==> config.mk <==
export PLATFORM = sky130hd
export DESIGN_NAME = instr_fetch_unit
export DESIGN_NICKNAME = d
export VERILOG_FILES = /design/src/rtl/ifu_pkg.sv /design/src/rtl/ifu_fifo.sv /design/src/rtl/instr_fetch_unit.sv
export SDC_FILE = /design/constraint.sdc
export NUM_CORES = 1
export LEC_CHECK = 0
export BUFFER_PORTS_ARGS = -buffer_cell sky130_fd_sc_hd__buf_2
export CAP_MARGIN = 15
export CORE_MARGIN = 3
export CORE_UTILIZATION = 25
export DETAILED_ROUTE_END_ITERATION = 10
export PLACE_DENSITY = 0.52
export SLEW_MARGIN = 15
export SYNTH_ARGS = -nofsm -noshare
export SYNTH_HDL_FRONTEND = slang
export SYNTH_SLANG_ARGS = --single-unit
==> constraint.sdc <==
create_clock -name clk -period 8.27 [get_ports clk]
set_input_delay 1.654 -clock clk [delete_from_list [all_inputs] [get_ports clk]]
set_output_delay 1.654 -clock clk [all_outputs]
set_load 0.01 [all_outputs]
==> src/rtl/ifu_pkg.sv <==
// Shared types and constants for the instruction fetch unit.
package ifu_pkg;

    localparam int unsigned IFU_PC_W    = 16;
    localparam int unsigned IFU_INSTR_W = 16;
    localparam int unsigned INSTR_BYTES = 2;

    typedef enum logic [1:0] {
        StRun,
        StDrain,
        StHalted
    } ifu_state_t;

    typedef struct packed {
        logic [IFU_PC_W-1:0]    pc;
        logic [IFU_INSTR_W-1:0] instr;
    } ifu_entry_t;

endpackage

==> src/rtl/ifu_fifo.sv <==
// Prefetch FIFO with flush and a registered head entry. The head register keeps its last
// value when the FIFO drains, so the consumer never sees X after reset.
module ifu_fifo #(
    parameter int unsigned Width = 32,
    parameter int unsigned Depth = 2
) (
    input  logic             clk_i,
    input  logic             rst_ni,
    input  logic             flush_i,
    input  logic             push_i,
    input  logic [Width-1:0] wdata_i,
    input  logic             pop_i,
    output logic [Width-1:0] head_o,
    output logic             full_o,
    output logic             empty_o
);

    localparam int unsigned PtrW = (Depth > 1) ? $clog2(Depth) : 1;
    localparam int unsigned CntW = $clog2(Depth + 1);

    logic [Width-1:0] mem_q [Depth];
    logic [PtrW-1:0]  rd_q, wr_q, rd_nxt;
    logic [CntW-1:0]  cnt_q, cnt_d;
    logic [Width-1:0] head_q, head_d;
    logic             do_push, do_pop;

    assign empty_o = (cnt_q == '0);
    assign full_o  = (cnt_q == CntW'(Depth));
    assign do_push = push_i && !full_o;
    assign do_pop  = pop_i && !empty_o;
    assign rd_nxt  = rd_q + PtrW'(1);
    assign head_o  = head_q;

    // Next head: the following stored entry on pop, or the incoming word when it lands in an
    // empty (or emptying) FIFO; otherwise hold.
    always_comb begin
        head_d = head_q;
        if (!flush_i) begin
            if (do_pop) begin
                if (cnt_q >= CntW'(2)) begin
                    head_d = mem_q[rd_nxt];
                end else if (do_push) begin
                    head_d = wdata_i;
                end
            end else if (empty_o && do_push) begin
                head_d = wdata_i;
            end
        end
    end

    // Occupancy bookkeeping.
    always_comb begin
        cnt_d = cnt_q;
        unique case ({do_push, do_pop})
            2'b10:   cnt_d = cnt_q + CntW'(1);
            2'b01:   cnt_d = cnt_q - CntW'(1);
            default: cnt_d = cnt_q;
        endcase
    end

    // Pointers, count and head register with synchronous reset and flush.
    always_ff @(posedge clk_i) begin
        if (!rst_ni) begin
            rd_q   <= '0;
            wr_q   <= '0;
            cnt_q  <= '0;
            head_q <= '0;
        end else begin
            head_q <= head_d;
            if (flush_i) begin
                rd_q  <= '0;
                wr_q  <= '0;
                cnt_q <= '0;
            end else begin
                if (do_push) wr_q <= wr_q + PtrW'(1);
                if (do_pop)  rd_q <= rd_nxt;
                cnt_q <= cnt_d;
            end
        end
    end

    // Storage array; contents are only read once written, so no reset is needed.
    always_ff @(posedge clk_i) begin
        if (do_push && !flush_i) begin
            mem_q[wr_q] <= wdata_i;
        end
    end

endmodule

==> src/rtl/instr_fetch_unit.sv <==
// Instruction fetch unit: owns the PC, reads a combinational ROM, buffers words in a small
// prefetch FIFO and hands them to decode over valid/ready. Supports redirect with flush and
// stops fetching at the end of the ROM image.
module instr_fetch_unit
    import ifu_pkg::*;
#(
    parameter int unsigned     PC_W       = IFU_PC_W,
    parameter int unsigned     INSTR_W    = IFU_INSTR_W,
    parameter logic [PC_W-1:0] RESET_PC   = 16'h0000,
    parameter logic [PC_W-1:0] ROM_LIMIT  = 16'h0032,
    parameter int unsigned     FIFO_DEPTH = 2
) (
    input  logic               clk,
    input  logic               rst_n,
    output logic [PC_W-1:0]    pc_o,
    input  logic [INSTR_W-1:0] instr_i,
    input  logic               redirect_valid,
    input  logic [PC_W-1:0]    redirect_pc,
    output logic               out_valid,
    input  logic               out_ready,
    output logic [INSTR_W-1:0] out_instr,
    output logic [PC_W-1:0]    out_pc,
    output logic               halted,
    output logic               misalign
);

    localparam int unsigned EntryW = PC_W + INSTR_W;

    ifu_state_t         state_q;
    logic [PC_W-1:0]    fetch_pc_q;
    logic               halted_q;
    logic               misalign_q;
    logic               fifo_full, fifo_empty;
    logic               fetch_en;
    logic [EntryW-1:0]  head;

    // Fetch only in RUN, below the image end, with space that exists before any pop this cycle.
    assign fetch_en = (state_q == StRun) && !fifo_full && !redirect_valid &&
                      (fetch_pc_q < ROM_LIMIT);

    assign pc_o      = fetch_pc_q;
    assign out_valid = !fifo_empty;
    assign out_pc    = head[EntryW-1:INSTR_W];
    assign out_instr = head[INSTR_W-1:0];
    assign halted    = halted_q;
    assign misalign  = misalign_q;

    ifu_fifo #(
        .Width (EntryW),
        .Depth (FIFO_DEPTH)
    ) u_fifo (
        .clk_i   (clk),
        .rst_ni  (rst_n),
        .flush_i (redirect_valid),
        .push_i  (fetch_en),
        .wdata_i ({fetch_pc_q, instr_i}),
        .pop_i   (out_ready),
        .head_o  (head),
        .full_o  (fifo_full),
        .empty_o (fifo_empty)
    );

    // PC register and RUN/DRAIN/HALTED sequencing; redirect overrides every state.
    always_ff @(posedge clk) begin
        if (!rst_n) begin
            state_q    <= StRun;
            fetch_pc_q <= RESET_PC;
            halted_q   <= 1'b0;
            misalign_q <= 1'b0;
        end else if (redirect_valid) begin
            state_q    <= StRun;
            fetch_pc_q <= {redirect_pc[PC_W-1:1], 1'b0};
            halted_q   <= 1'b0;
            misalign_q <= redirect_pc[0];
        end else begin
            misalign_q <= 1'b0;
            unique case (state_q)
                StRun: begin
                    if (fetch_pc_q >= ROM_LIMIT) begin
                        state_q <= StDrain;
                    end else if (fetch_en) begin
                        fetch_pc_q <= fetch_pc_q + PC_W'(INSTR_BYTES);
                    end
                end
                StDrain: begin
                    if (fifo_empty) begin
                        state_q  <= StHalted;
                        halted_q <= 1'b1;
                    end
                end
                StHalted: begin
                    halted_q <= 1'b1;
                end
                default: begin
                    state_q <= StRun;
                end
            endcase
        end
    end

endmodule
=== Word level (Yosys, flattened, before mapping) ===
Memories as Yosys holds them, arrays and structs flattened.
Index checks and enable logic that the tools add are counted.

* Add/sub/neg operators: 5
* $lt $le $gt $ge: 3
* Equality and inequality tests: 9
* Multiplexer cells: 16
* Bitwise gates (word level): 4
* Reductions and logical operators: 24

{| class="wikitable"
|+ Operators with widths
! kind !! number
|-
| $mux 32 || 4
|-
| $mux 16 || 4
|-
| $add 16x2->16 const B || 1
|-
| $ge 16x6->1 const B || 1
|-
| $lt 16x6->1 const B || 1
|-
| $reduce_and 3->1 || 4
|-
| $reduce_bool 2->1 || 5
|-
| $logic_and 1x1->1 || 7
|-
| $eq 2x2->1 const B || 3
|-
| $pmux 2 s3 || 1
|-
| $eq 2x1->1 const B || 2
|-
| $logic_not 2->1 || 2
|-
| $mux 2 || 2
|-
| $ne 2x1->1 const B || 2
|-
| $not 1->1 || 4
|-
| $pmux 2 s2 || 1
|-
| $reduce_and 2->1 || 2
|-
| $logic_not 1->1 || 3
|-
| $mux 1 || 3
|-
| $ne 3x2->1 const B || 1
|-
| $add 1x1->1 const B || 2
|-
| $add 2x1->2 const B || 1
|-
| $ge 2x2->1 const B || 1
|-
| $ne 2x2->1 const B || 1
|-
| other kinds (3) || 3
|}

* Register bits after elaboration: 56
* RAM bits: 64
* Output and inout bits: 51
* Memories: 1

{| class="wikitable"
|+ Memory list
! name !! depth !! bits a word !! rd ports !! clocked after memory_dff !! wr ports !! RTL line !! text
|-
| u_fifo.mem_q || 2 || 32 || 1 || 0 || 1 || ifu_fifo.sv:21 || <nowiki>logic [Width-1:0] mem_q [Depth];</nowiki>
|}

=== Longest topological paths before layout ===
* Word-level depth: 9
* Mapped depth: 7
* Mapped depth without buffers: 7

=== Modules after synthesis ===
Synthesis repeated with hierarchy kept, for this count alone.

* Cell total of the unflattened synthesis: 396
* Area total of the unflattened synthesis: 4984.8 um^2

{| class="wikitable"
|+ Modules (own cells, without submodules)
! module !! times used !! cells each !! area an instance (um^2)
|-
| ifu_fifo || 1 || 304 || 4051.4
|-
| instr_fetch_unit || 1 || 92 || 933.4
|}

=== Worst setup path before layout ===
Ideal clock, no wire load.

* Path type: input-to-reg
* Start point: in redirect_valid
* End point: mem u_fifo.mem_q[1][0] (enable)
* Setup time: 0.419 ns
* Data arrival time: 3.512 ns
* Path slack: 4.339 ns
* Stages: 4
* Buffers on the path: 1
* Path through: buf_1 -> inv_1 -> nand3_1 -> nor2_1

* Longest elaborated chain between the ends: 7

{| class="wikitable"
|+ Ends and longest elaborated chain
! what !! RTL line !! text
|-
| from (decl) || instr_fetch_unit.sv:17 || <nowiki>input logic redirect_valid,</nowiki>
|-
| $logic_not 1->1 (*) || n/a ||
|-
| $logic_and 1x1->1 (2 in a row) || instr_fetch_unit.sv:38 || <nowiki>assign fetch_en = (state_q == StRun) && !fifo_full && !redirect_valid &&</nowiki>
|-
| $logic_and 1x1->1 || ifu_fifo.sv:29 || <nowiki>assign do_push = push_i && !full_o;</nowiki>
|-
| $logic_and 1x1->1 (*) || ifu_fifo.sv:84 || <nowiki>if (do_push && !flush_i) begin</nowiki>
|-
| $mux 1 (*) || ifu_fifo.sv:84 ||
|-
| $mux 1 (not written as such) (*) || ifu_fifo.sv:85 || <nowiki>mem_q[wr_q] <= wdata_i;</nowiki>
|-
| to (decl) || ifu_fifo.sv:21 ||
|}

Every way passes the cells marked *; elsewhere a longest branch is shown, timed or not.

=== Worst setup path after layout ===
* Start point: in redirect_valid
* End point: mem u_fifo.mem_q[1][2] (enable)

Same word-level chain as after synthesis.

==> impl_metrics.ini <==
[outcome]
status = finished, final reports clean

[setup_path]
cp.depth = 4
critPathBufInv = 2
crit_type = input pin to flop
path_cells = buf_2, inv_1, nand3_1, nor2_4
crit_required_ns = 8.30
path_delay_family = simple AND/OR/NAND/NOR gates
rr_worst_depth = 4
reg2reg_slack_ns = 5.83
start_kind = input pin
reg2reg_to = u_fifo.mem_q[1][2]
cp.arrival_ns = 3.18
cp-end-kind = flop
cp_max_fo = 31
endpoint = u_fifo.mem_q[1][2]
slowest_delay_ns = 0.77
startpoint = redirect_valid
r2r-start = pc_o[1]
slowest_stage = nor2_4

[placed_design]
gp_congestion = 0.727
portBuffers = 84
detailed_place_hpwl_mm = 6.97
post_dp_cell_area_um2 = 5520

[logic_synthesis]
synth_flop_cell = edfxtp_1
async_reset_ff_frac = 0
yosysMostFrequentCell = mux2i_1
synth_top_cell_by_area = edfxtp_1
synth_top_area_frac = 0.379
synth_area_per_cell_um2 = 12.3
netlist_top_cells_area = edfxtp_1, dfxtp_1, mux2i_1
ys_ff_latch = 116
ys_top_cells_by_count = mux2i_1, nand2_1, edfxtp_1
ys_seq_area_frac = 0.599
synth_edf_count = 62
netlist_area_um2 = 4920
synth_cells = 399
ys_warn_count = 0
synthDistinctLibCells = 43

[layout]
register_area_um2 = 2940
antennaDiodeCount = 0
nFillCells = 1951
syn_to_final_growth_pct = 24.0
fin_area_um2 = 6100
drive_gt1_frac = 0.251
fin_nets = 517
postLayoutCoreUtil = 0.321
multi_input_area_um2 = 1790

[grt]
grt_pass1_wl_mm = 17.7
first_global_vias = 3318
antenna_found_initial = 1
groute.usage.overall = 0.107
overflow = 0
grt_max_degree = 86

[cts]
tritoncts = built
cts_max_path_buffers = 2
clkSlewWorstSetupHoldPaths_ns = 0.05
cts_setup_buffers = 0
hold_buffers = 0
h-tree-depth = 4
cts_root_buf = clkbuf_16
clk_latency_ns = 0.41
cts_sinks = 116
cts-resized-gates = 0
numCtsBuffers = 17

[timing]
hold_viol = 0
slew_headroom = 0.277
worst_pin_slew_ns = 1.08
rsz0062_at_grt = false
finalCriticalPeriod_ns = 3.15
setup_viol = 0
finalMaxSlewViolations = 0
finalCritPeriodShare = 0.381
clock.fmax_mhz = 317
finalClockSkew_ns = 0.00800
setup_tns_ns = 0
worst_hold_slack_ns = 0.456

[min_path]
min_from = u_fifo.head_o[7]
hp-class = flop to flop

[die]
start_util = 0.258
dieArea_um2 = 21400
core_um2 = 19000
num_rows = 50
ioPinCount = 87
die_h_um = 146
die_width_um = 146

[routing]
routed_via_density = 4.34
wire_per_inst_um = 14.4
num_vias = 3257
drcViolationCount = 0
firstDrtPassIters = 4
wirelength_mm = 10.8
drtAntennaViolNets = 0
drtIter0Drc = 139

[job]
cap_violations = 0

[power_and_ir_drop]
leakage_nw = 2.37
ir_worst_vdd_v = 0.000168
cellPowerDensity_nw_per_um2 = 233
power_mw = 1.42
==> cell usage in the layout (no fill, tap or decap), types with 2 or more instances in the layout <==
master / n
bufinv_16: 2
buf_4: 2
o211ai_1: 33
nand2b_1: 3
edfxtp_1: 62
and2_1: 2
nor2b_1: 12
clkbuf_16: 17
mux2i_1: 72
xnor2_1: 3
or3_1: 3
nand3b_1: 2
o21ai_0: 6
conb_1: 2
a21oi_1: 4
ha_1: 3
clkbuf_1: 6
nor2_1: 8
nand2_1: 68
nor4_4: 2
clkinv_2: 4
nand3_1: 6
dfxtp_1: 53
buf_2: 84
inv_1: 5
clkbuf_8: 2
nand4_1: 2
o2111ai_1: 2
==> worst reg2reg max path: stages (launching register included) <==
cell     delay, ns
dfxtp_1       0.42
o311a_4       0.46
nor2_1        0.18
nand3_1       0.21
nor2_4        0.77
==> where the power goes <==
group	total, mW	switching [mW]	internal, mW
Sequential	0.642	0.0164	0.626
Clock	0.693	0.237	0.455
Combinational	0.0833	0.0471	0.0362
Total	1.42	0.301	1.12
==> state kept, by name, indices dropped and copies added (netlist names), 2 cells and up <==
name	cells
u_fifo.cnt_q	2
u_fifo.mem_q	62
u_fifo.head_o	31
state_q	2
pc_o	15
==> final cells by class <==
cell class,count,area share
Tap cell,260,0.0534
Clock inverter,7,0.0137
Clock buffer,25,0.0780
Multi-Input combinational cell,251,0.294
Inverter,5,0.00308
Timing Repair Buffer,87,0.0747
Sequential cell,116,0.483
==> worst min-delay path by stage <==
stage,depth (start not counted),slack [ns],to
6_report,2,0.46,u_fifo.head_o[7]
5_1_grt,2,0.48,u_fifo.head_o[21]
2_1_floorplan,2,0.46,u_fifo.wr_q
3_5_place_dp,2,0.45,u_fifo.head_o[7]
4_1_cts,2,0.46,u_fifo.head_o[7]
3_3_place_gp,2,0.44,u_fifo.head_o[29]
==> cells by family after synthesis <==
logic type                 synth area share
muxes                                 0.147
DFF                                   0.599
buffers and inverters                0.0392
other                              0.000763
xor gates and xnor gates            0.00713
adders and majority gates           0.00764
and+or+nand+nor                       0.123
AOI/OAI and AO/OA                    0.0769
==> through the flow <==
stage                     setup WS, ns  instances
final                             5.12        751
after global routing              4.91        751
after CTS                         5.06        750
after detailed placement          4.63        718
after global placement            4.71        718
after floorplan                   4.34        400
==> per-layer routing <==
layer  part of all wire  up-vias  wire [um]  track usage
li1                   -     1622          -            -
met1               0.46     1548       5010        0.132
met2               0.46       72       5000        0.164
met3              0.061       13        665       0.0469
met4              0.014        2        155       0.0423
met5            0.00065        -          7            0
No activity file was read; power rests on OpenSTA's default activity.
